## config.mk

```make
export PLATFORM = sky130hd
export DESIGN_NAME = mem_bus_arbiter
export DESIGN_NICKNAME = d
export VERILOG_FILES = /design/src/rtl/mem_bus_arbiter.sv
export SDC_FILE = /design/constraint.sdc
export NUM_CORES = 1
export LEC_CHECK = 0
export BUFFER_PORTS_ARGS = -buffer_cell sky130_fd_sc_hd__buf_2
export CAP_MARGIN = 0
export CORE_AREA = 2 2 145 147
export CTS_BUF_LIST = sky130_fd_sc_hd__clkbuf_4 sky130_fd_sc_hd__clkbuf_8 sky130_fd_sc_hd__clkbuf_16
export CTS_CLUSTER_DIAMETER = 200
export DETAILED_ROUTE_END_ITERATION = 12
export DIE_AREA = 0 0 147 149
export PLACE_DENSITY = 0.61
export SKIP_LAST_GASP = 1
export SYNTH_ARGS = -nofsm -noshare
export SYNTH_HDL_FRONTEND = slang
export SYNTH_SLANG_ARGS = --single-unit
```

## constraint.sdc

```tcl
create_clock -name clk -period 1.8 [get_ports clk]
set_clock_uncertainty 0.1 [all_clocks]
set_input_delay 0.18 -clock clk [delete_from_list [all_inputs] [get_ports clk]]
set_output_delay 0.18 -clock clk [all_outputs]
set_load 0.02 [all_outputs]
```

## src/rtl/mem_bus_arbiter.sv

```systemverilog
// Shares one memory bus between fetch (i_*) and load/store (d_*); data first, fetch forced after MAX_D_STREAK data grants.
// Min latency: grant edge N, ack pulse after N+1, next grant N+3; requesters hold req (stall high) until their ack.
module mem_bus_arbiter #(
   parameter int MAX_D_STREAK = 4,
   parameter int TIMEOUT      = 16,
   parameter int CNT_W        = 5
) (
   input  logic        clk,
   input  logic        rst,
   input  logic        i_req,
   input  logic [31:0] i_addr,
   output logic        i_ack,
   output logic [31:0] i_rdata,
   input  logic        d_req,
   input  logic        d_we,
   input  logic [31:0] d_addr,
   input  logic [1:0]  d_size,
   input  logic [31:0] d_wdata,
   output logic        d_ack,
   output logic [31:0] d_rdata,
   output logic        err,
   output logic        stall,
   output logic [31:0] bus_addr,
   output logic        bus_mreq,
   output logic        bus_write,
   output logic [1:0]  bus_size,
   output logic [31:0] bus_wdata,
   input  logic [31:0] bus_rdata,
   input  logic        bus_ack_n
);

   typedef enum logic [1:0] {IDLE, D_BUSY, I_BUSY, DONE} state_t;

   localparam logic [CNT_W-1:0] STREAK_MAX   = CNT_W'(MAX_D_STREAK);
   localparam logic [CNT_W-1:0] TIMEOUT_LAST = CNT_W'(TIMEOUT - 1);

   state_t           state;
   logic [CNT_W-1:0] wait_cnt;
   logic [CNT_W-1:0] d_streak;
   logic             d_legal;
   logic             data_grant;
   logic             bus_acked;
   logic             timed_out;

   // Data wins unless a fetch has already waited out MAX_D_STREAK data grants.
   assign d_legal    = (d_size != 2'b11);
   assign data_grant = d_req && !(i_req && (d_streak == STREAK_MAX));
   assign bus_acked  = !bus_ack_n;
   assign timed_out  = (wait_cnt == TIMEOUT_LAST);
   assign stall      = (i_req | d_req) & ~(i_ack | d_ack);

   always_ff @(posedge clk) begin
      if (rst) begin
         state     <= IDLE;
         wait_cnt  <= '0;
         d_streak  <= '0;
         i_ack     <= 1'b0;
         d_ack     <= 1'b0;
         err       <= 1'b0;
         i_rdata   <= '0;
         d_rdata   <= '0;
         bus_addr  <= '0;
         bus_mreq  <= 1'b0;
         bus_write <= 1'b0;
         bus_size  <= '0;
         bus_wdata <= '0;
      end else begin
         i_ack <= 1'b0;
         d_ack <= 1'b0;
         err   <= 1'b0;
         if (!i_req) d_streak <= '0;

         case (state)
            IDLE: begin
               wait_cnt <= '0;
               if (data_grant) begin
                  if (i_req) d_streak <= d_streak + 1'b1;
                  if (d_legal) begin
                     bus_addr  <= d_addr;
                     bus_write <= d_we;
                     bus_size  <= d_size;
                     bus_wdata <= d_wdata;
                     bus_mreq  <= 1'b1;
                     state     <= D_BUSY;
                  end else begin
                     // Illegal size never reaches the bus; fail it straight away.
                     d_ack <= 1'b1;
                     err   <= 1'b1;
                     state <= DONE;
                  end
               end else if (i_req) begin
                  d_streak  <= '0;
                  bus_addr  <= i_addr;
                  bus_size  <= 2'b00;
                  bus_write <= 1'b0;
                  bus_mreq  <= 1'b1;
                  state     <= I_BUSY;
               end
            end

            D_BUSY, I_BUSY: begin
               if (bus_acked || timed_out) begin
                  bus_mreq  <= 1'b0;
                  bus_write <= 1'b0;
                  wait_cnt  <= '0;
                  err       <= !bus_acked;
                  state     <= DONE;
                  if (state == D_BUSY) begin
                     d_ack <= 1'b1;
                     if (!bus_acked)     d_rdata <= '0;
                     else if (!bus_write) d_rdata <= bus_rdata;
                  end else begin
                     i_ack   <= 1'b1;
                     i_rdata <= bus_acked ? bus_rdata : 32'h0;
                  end
               end else begin
                  wait_cnt <= wait_cnt + 1'b1;
               end
            end

            DONE:    state <= IDLE;
            default: state <= IDLE;
         endcase
      end
   end

endmodule

```

After elaboration in Yosys (flattened, before gate mapping)
Index checks and enable logic that the tools add are counted.

Muxes and demuxes: 38. Bitwise operators: 7. Add/subtract/negate cells: 2. Reduce and logical (&&, ||, !) cells: 16. Eq/ne operators: 11.

Operator list (count): 2-to-1 mux 32 bit (6); 2-to-1 mux 5 bit (6); 2-to-1 mux 2 bit (7); 2-to-1 mux 1 bit (13); adder 5 x 1 -> 5 bit (second input constant) (2); case mux 5 bit (2 select lines) (1); AND reduction 3 bit (3); case mux 1 bit (2 select lines) (4); AND reduction 4 bit (2); inequality test 2 bit (second input constant) (3); inequality test 3 bit (second input constant) (2); case mux 2 bit (3 select lines) (1); equality test 5 x 3 -> 1 bit (second input constant) (1); equality test 5 x 4 -> 1 bit (second input constant) (1); equality test 2 bit (second input constant) (2); NOT 1 bit (4); nonzero test 2 bit (2); OR reduction 3 bit (1); equality test 2 x 1 -> 1 bit (second input constant) (1); logical AND 1 bit (2); logical NOT 1 bit (2); logical NOT 2 bit (1); inequality test 2 x 1 -> 1 bit (second input constant) (1); bitwise OR 1 bit (2); 4 further kinds (4).

Output and inout port bits: 136. Logic and storage cells: 87. Input port bits: 136. Register bits after elaboration: 147.

Longest topological paths before layout
Gate-level depths: netlist of run 1.

Depth after elaboration: 6. Gate-level depth with buffers: 9. Mapped depth without buffers: 7.

Least setup slack after synthesis of run 1
Ideal clock, no wire load.

Path type: reg-to-reg. From: register wait_cnt[0]. To: register d_rdata[10]. Library setup time: 70 ps. Setup slack: -106 ps. Required time: 1630 ps. Cell stages (with the launch flop): 9. Arrival: 1735 ps. Cells stage by stage: dfxtp_1 ha_1 and3_1 ha_1 and2_1 o21ai_1 clkbuf_1 nand2_1 a21oi_1.

Word-level cells in the longest chain between the ends: 3.

Ends and longest elaborated chain: start, declared (RTL line 38) `logic [CNT_W-1:0] wait_cnt;`; start signal, assigned (RTL line 117) `wait_cnt <= wait_cnt + 1'b1;`; equality test 5 x 4 -> 1 bit (RTL line 49) `assign timed_out = (wait_cnt == TIMEOUT_LAST);`; logical OR 1 bit (RTL line 102) `if (bus_acked || timed_out) begin`; AND reduction 4 bit (no line); end signal, assigned (RTL line 111) `else if (!bus_write) d_rdata <= bus_rdata;`; end, declared (RTL line 20) `output logic [31:0] d_rdata,`.

No other way between the ends. A chain may end at the register's enable or synchronous reset.

Worst setup path in the final report of run 1
From: register wait_cnt[0]. To: register i_rdata[20].

Word-level cells in the longest chain between the ends: 3.

Ends and longest elaborated chain: equality test 5 x 4 -> 1 bit (RTL line 49); logical OR 1 bit (RTL line 102); AND reduction 3 bit (no line); end signal, assigned (RTL line 114) `i_rdata <= bus_acked ? bus_rdata : 32'h0;`; end, declared (RTL line 13) `output logic [31:0] i_rdata,`.

No other way between the ends.

==> flow_summary.ini, run 1 <==
[run_status]
status = finished, violations left
violations = negative setup slack

[global_route]
grt_max_degree = 70
grt-ovfl-total = 0
antenna_found_initial = 1
grt_pass1_wl_um = 30100
grt_pass1_vias = 5883
grt.total_usage = 0.171

[worst_setup_path]
r2r_start = wait_cnt[0]
reg2reg_to = i_rdata[20]
ff2ff_path_depth = 8
critPathLaunch = wait_cnt[0]
crit_required_ps = 1990
endpoint = i_rdata[20]
r2r_slack_ps = -120
critical_path_class = reg2reg
cp-start-kind = flip-flop
arrival_ps = 2120
worstPathMaxFanout = 17
end_kind = flip-flop

[sta]
rsz0062_at_grt = true
tightest_slew_ps = 572
setup_ws_ps = -124
hold_viol = 0
fin_crit_ps = 1920
setup_viol = 65
slew_headroom = 0.618
finalCritPeriodShare = 1.07
fmax_mhz = 520
slew_viol_final = 0

[flow_run]
max_cap_violations = 0

[route]
first_iter_violations = 266
wl_um = 21300
routedWlPerCell_um = 16.4
drcViolationCount = 0
antenna_left = 0
vias = 6183
first_pass_iters = 5
viasPerCell = 4.75

[floorplan]
dieArea_um2 = 21900
die_h_um = 149
die_w_um = 147
start_util = 0.292
ios = 272
rows = 53
coreArea_um2 = 20600

[logic_synthesis]
synth_cell_types = 47
yosys.cell_count.top_type = dfxtp_1
syn_area_um2 = 6000
synth_area_leaders = dfxtp_1 49%, a21oi_1 8.4%, nand2_1 6.2%
synth_warnings = 0
ys_ff_latch = 147
synth_edf_count = 0
synth.largest_area_cell = dfxtp_1
synth_top_flop_cell = dfxtp_1
synth.top_cell.area_share = 0.490
syn_area_per_cell_um2 = 9.28
ys_seq_area_frac = 0.490
async_flop_share = 0
synth_nets = 790
synthTopCellsByCount = 147 x dfxtp_1, 101 x a21oi_1, 99 x nand2_1, 49 x nor2_1, 35 x mux2i_1
syn_inst = 647

[pwr]
pwr_density_cell_nw_per_um2 = 1400
ir_drop_mv = 0.660
leakagePower_nw = 4.36

[cells_and_area]
register_area_um2 = 2950
drive_gt1_frac = 0.429
n_antenna_cell = 0
finalInstanceArea_um2 = 9910
multiInputGateArea_um2 = 3030
fin_nets = 1156
fillers = 1914
syn_to_final_growth_pct = 65.1
final_core_util = 0.482

[cts]
cts_buffers = 17
max-clock-path-buffers = 2
htreeDepth = 4
cts_root_buf = clkbuf_16
clock_sinks = 147
worstSkewPairLatency_ps = 420
cts_tree = yes
clk_pin_slew_ps = 60

[placement]
dp_hpwl_um = 12600
place_congestion = 0.751
post_dp_cell_area_um2 = 7890
portBuffers = 271

[worst_hold_path]
min_path_type = in2reg
## flip-flops by register name, summed over array words and instances (netlist names)
register,count
bus_mreq,1
d_ack,1
i_ack,1
d_streak,5
bus_write,1
err,1
bus_addr,32
wait_cnt,5
d_rdata,32
state,2
bus_wdata,32
bus_size,2
i_rdata,32
## power by group
group	internal, mW	switching (mW)
clock network	2.36	1.50
logic	2.54	3.34
registers	3.87	0.310
total	8.77	5.15
## cell type report
| type | instances | area share |
|---|---|---|
| clock buffer | 18 | 0.0437 |
| clock inverter | 14 | 0.0202 |
| inverter | 7 | 0.00265 |
| multi-input combinational | 439 | 0.305 |
| sequential | 147 | 0.298 |
| tap | 275 | 0.0347 |
| timing repair buffer | 401 | 0.296 |
## worst min-delay path by stage
| stage | slack [ps] | start | depth (start not counted) | end |
|---|---|---|---|---|
| floorplan | 220 | d_wdata[10] | 2 | bus_wdata[10] |
| global placement | 320 | d_wdata[17] | 3 | bus_wdata[17] |
| detailed placement | 330 | d_wdata[18] | 3 | bus_wdata[18] |
| CTS | 1 | i_addr[10] | 3 | bus_addr[10] |
| global route | 10 | i_addr[7] | 3 | bus_addr[7] |
| finish | 30 | i_addr[12] | 3 | bus_addr[12] |
## cells by family after synthesis
group / Yosys count / share of synthesized area
XOR/XNOR: 6 / 0.00875
AO/OA/AOI/OAI: 183 / 0.211
multiplexers: 36 / 0.0602
AND/OR/NAND/NOR: 206 / 0.163
adder cells (fa/ha/maj): 7 / 0.0146
buffers and inverters: 62 / 0.0527
flip-flops: 147 / 0.490
## metal layers
layer  vias to the layer above  routed length [µm]  share of wire  track usage
met5                         -                  13        0.00061            0
met4                         2                 279          0.013       0.0510
met3                        21                1640          0.077       0.0593
met2                       238               10400           0.49        0.289
met1                      2903                8980           0.42        0.205
li1                       3019                   -              -            -
## timing repair
item | CTS | global route
pin swaps | 1 | 10
hold buffers | 68 | 0
setup buffers | 0 | 6
cloned | 1 | 15
endpoints found under the hold margin | 100 | 0
endpoints found under the setup margin | 98 | 127
resized for setup | 3 | 58
## worst max-delay path, cell delays in order (launching register included)
cell and delay [ps]:
dfxtp_2 360, ha_4 140, and3_4 190, ha_4 120
nor2b_2 50, or3b_4 430, buf_12 180, a22oi_1 160
nor2_1 60
## cell usage in the layout (no fill, tap or decap), types with 5 or more instances in the layout
cell and instances:
nand3b_1 32, a211oi_1 6, mux2i_1 23, xor2_1 5, nor2_1 48, buf_12 16, a22oi_1 23, a211oi_2 26
mux2i_4 8, dfxtp_1 142, dfxtp_2 5, nand2_1 99, a21oi_1 100, clkbuf_16 28, buf_4 28, dlygate4sd3_1 68
a22oi_2 11, buf_2 270, inv_1 7, buf_6 7
## stage by stage
step	power, mW	setup WS [ps]	setup TNS, ps	hold slack (ps)	std cells
6_report	13.9	-124	-3760	29.0	1301
5_1_grt	14.7	-200	-8320	14.3	1301
4_1_cts	13.2	-108	-4910	1.39	1280
3_5_place_dp	9.06	-253	-11440	328	1179
3_3_place_gp	9.01	-200	-9730	321	1179
2_1_floorplan	7.29	-49.1	-2310	216	647
(Power assumes the default switching activity.)
==> run 2, diff against run 1 <==
--- a/config.mk
+++ b/config.mk
@@ -12,7 +12,8 @@
 export CTS_CLUSTER_DIAMETER = 200
 export DETAILED_ROUTE_END_ITERATION = 12
 export DIE_AREA = 0 0 147 149
-export PLACE_DENSITY = 0.61
+export PLACE_DENSITY = 0.59
+export REMOVE_ABC_BUFFERS = 1
 export SKIP_LAST_GASP = 1
 export SYNTH_ARGS = -nofsm -noshare
 export SYNTH_HDL_FRONTEND = slang
==> constraint.sdc (replaced) <==
create_clock -name clk -period 2.03 [get_ports clk]
set_clock_uncertainty 0.1 [all_clocks]
set_input_delay 0.203 -clock clk [delete_from_list [all_inputs] [get_ports clk]]
set_output_delay 0.203 -clock clk [all_outputs]
set_load 0.02 [all_outputs]
==> run 2 against run 1 <==
Net effect:
- the flow now finishes without violations
- final cell count down 2.6%
- largest power group unchanged
- critical endpoint is now i_rdata[7]
- final area down 6.7%
- fmax down 3.4%
==> flow_summary.ini, run 2 (synthesis results as in run 1) <==
[cells_and_area]
final_cell_mix = 270 x buf_2, 145 x dfxtp_1, 101 x a21oi_1
drive_gt1_frac = 0.388
syn_to_final_growth_pct = 54.0
finalInstanceArea_um2 = 9250
final_cells = 1267
final_common_cell = buf_2
n_antenna_cell = 0
fin_nets = 1123

[cts]
cts_root_buf = clkbuf_16
worstSkewPairLatency_ps = 410
cts_buffers = 17
max-clock-path-buffers = 2
clk_pin_slew_ps = 60
cts_tree = yes
clock_sinks = 147
htreeDepth = 4

[placement]
dp_cells = 1162
dp_hpwl_um = 12200
place_congestion = 0.767
pre_cts_slack_ps = -20.2
post_dp_cell_area_um2 = 7740
portBuffers = 271

[route]
vias = 5900
routedWlPerCell_um = 15.5
antenna_left = 0
first_iter_violations = 188
wl_um = 19600
drcViolationCount = 0
viasPerCell = 4.66
first_pass_iters = 5

[sta]
fin_crit_ps = 1990
holdWs_ps = 37.2
fmax_mhz = 502
rsz0062_at_grt = true
slew_viol_final = 0
finalCritPeriodShare = 0.981
setup_viol = 0
slew_headroom = 0.591
hold_viol = 0
setup_ws_ps = 37.6
tightest_slew_ps = 612

[global_route]
grt_pass1_vias = 5516
antenna_found_initial = 0
grt-ovfl-total = 0
grt_max_degree = 76
grt_pass1_wl_um = 28700
grt.total_usage = 0.164

[worst_setup_path]
worstPathMaxFanout = 5
critical_path_class = reg2reg
cp-start-kind = flip-flop
crit_required_ps = 2230
end_kind = flip-flop
arrival_ps = 2190

[floorplan]
dieArea_um2 = 21900
die_h_um = 149
rows = 53
ios = 272
start_util = 0.292
die_w_um = 147
coreArea_um2 = 20600

[pwr]
seq_power_share = 0.318
leakagePower_nw = 4.10
internal-power_mw = 7.38
sw_frac_of_total = 0.370
netSwitchingPower_mw = 4.34
comb_power_share = 0.398
p_total_mw = 11.7
clock_power_share = 0.284
ir_drop_mv = 0.584
pwr_density_cell_nw_per_um2 = 1270

[run_status]
status = finished, final reports clean

[worst_hold_path]
min_path_type = in2reg

[flow_run]
max_cap_violations = 0
==> run 2: final cells by class <==
| cell class | count | area (µm²) |
|---|---|---|
| Inverter | 7 | 26.3 |
| Multi-Input combinational cell | 439 | 2870 |
| Sequential cell | 147 | 2950 |
| Tap cell | 275 | 344 |
| Timing Repair Buffer | 368 | 2440 |
| Fill cell | 2000 | 11300 |
| Clock buffer | 24 | 497 |
| Clock inverter | 7 | 123 |
==> run 2: worst paths after layout <==
check                            startpoint  cells past startpoint  slack [ps]            to
worst max-delay path            wait_cnt[0]                      8          40    i_rdata[7]
worst min-delay path             i_addr[14]                      3          40  bus_addr[14]
worst max register to register  wait_cnt[0]                      8          40    i_rdata[7]
worst min register to register   d_rdata[5]                      2         350    d_rdata[5]
==> run 2: per-stage QoR <==
| stage | TNS [ps] | util |
|---|---|---|
| 4_1_cts | 0 | 0.441 |
| 3_3_place_gp | -9.48 | 0.377 |
| 5_1_grt | -99.7 | 0.450 |
| 3_5_place_dp | -67.0 | 0.377 |
| 6_report | 0 | 0.450 |
| 2_1_floorplan | -125280 | - |
==> run 2: power by group through the flow <==
stage | Sequential (mW) | Combinational [mW] | Clock, mW
final | 3.72 | 4.67 | 3.33
after global routing | 3.78 | 5.02 | 3.54
after CTS | 3.71 | 4.31 | 3.42
after detailed placement | 3.76 | 4.15 | 0
after global placement | 3.75 | 4.11 | 0
after floorplan | 4.37 | 1.85 | 0
==> run 2: per-layer routing <==
metal	track usage	up-vias	wire length [µm]
met5	0	-	0
met4	0.0572	0	250
met3	0.0468	18	1410
met2	0.277	214	9330
met1	0.201	2738	8630
li1	-	2930	-
==> run 2: what timing repair did <==
| item | in CTS | in global routing |
|---|---|---|
| endpoints found under the hold margin | 99 | 0 |
| resized for setup | 1 | 22 |
| hold buffers | 68 | 0 |
| endpoints found under the setup margin | 17 | 55 |
| setup buffers | 0 | 1 |
| gates cloned | 1 | 4 |
| pin swaps | 0 | 3 |
==> run 2: critical path, stage by stage, from the launching register on <==
cell and delay [ps]:
dfxtp_2 360, ha_4 130, and3_4 190, ha_4 130, nor2b_2 40, or3b_4 480, clkbuf_16 200, a22oi_2 180
nor2_1 70
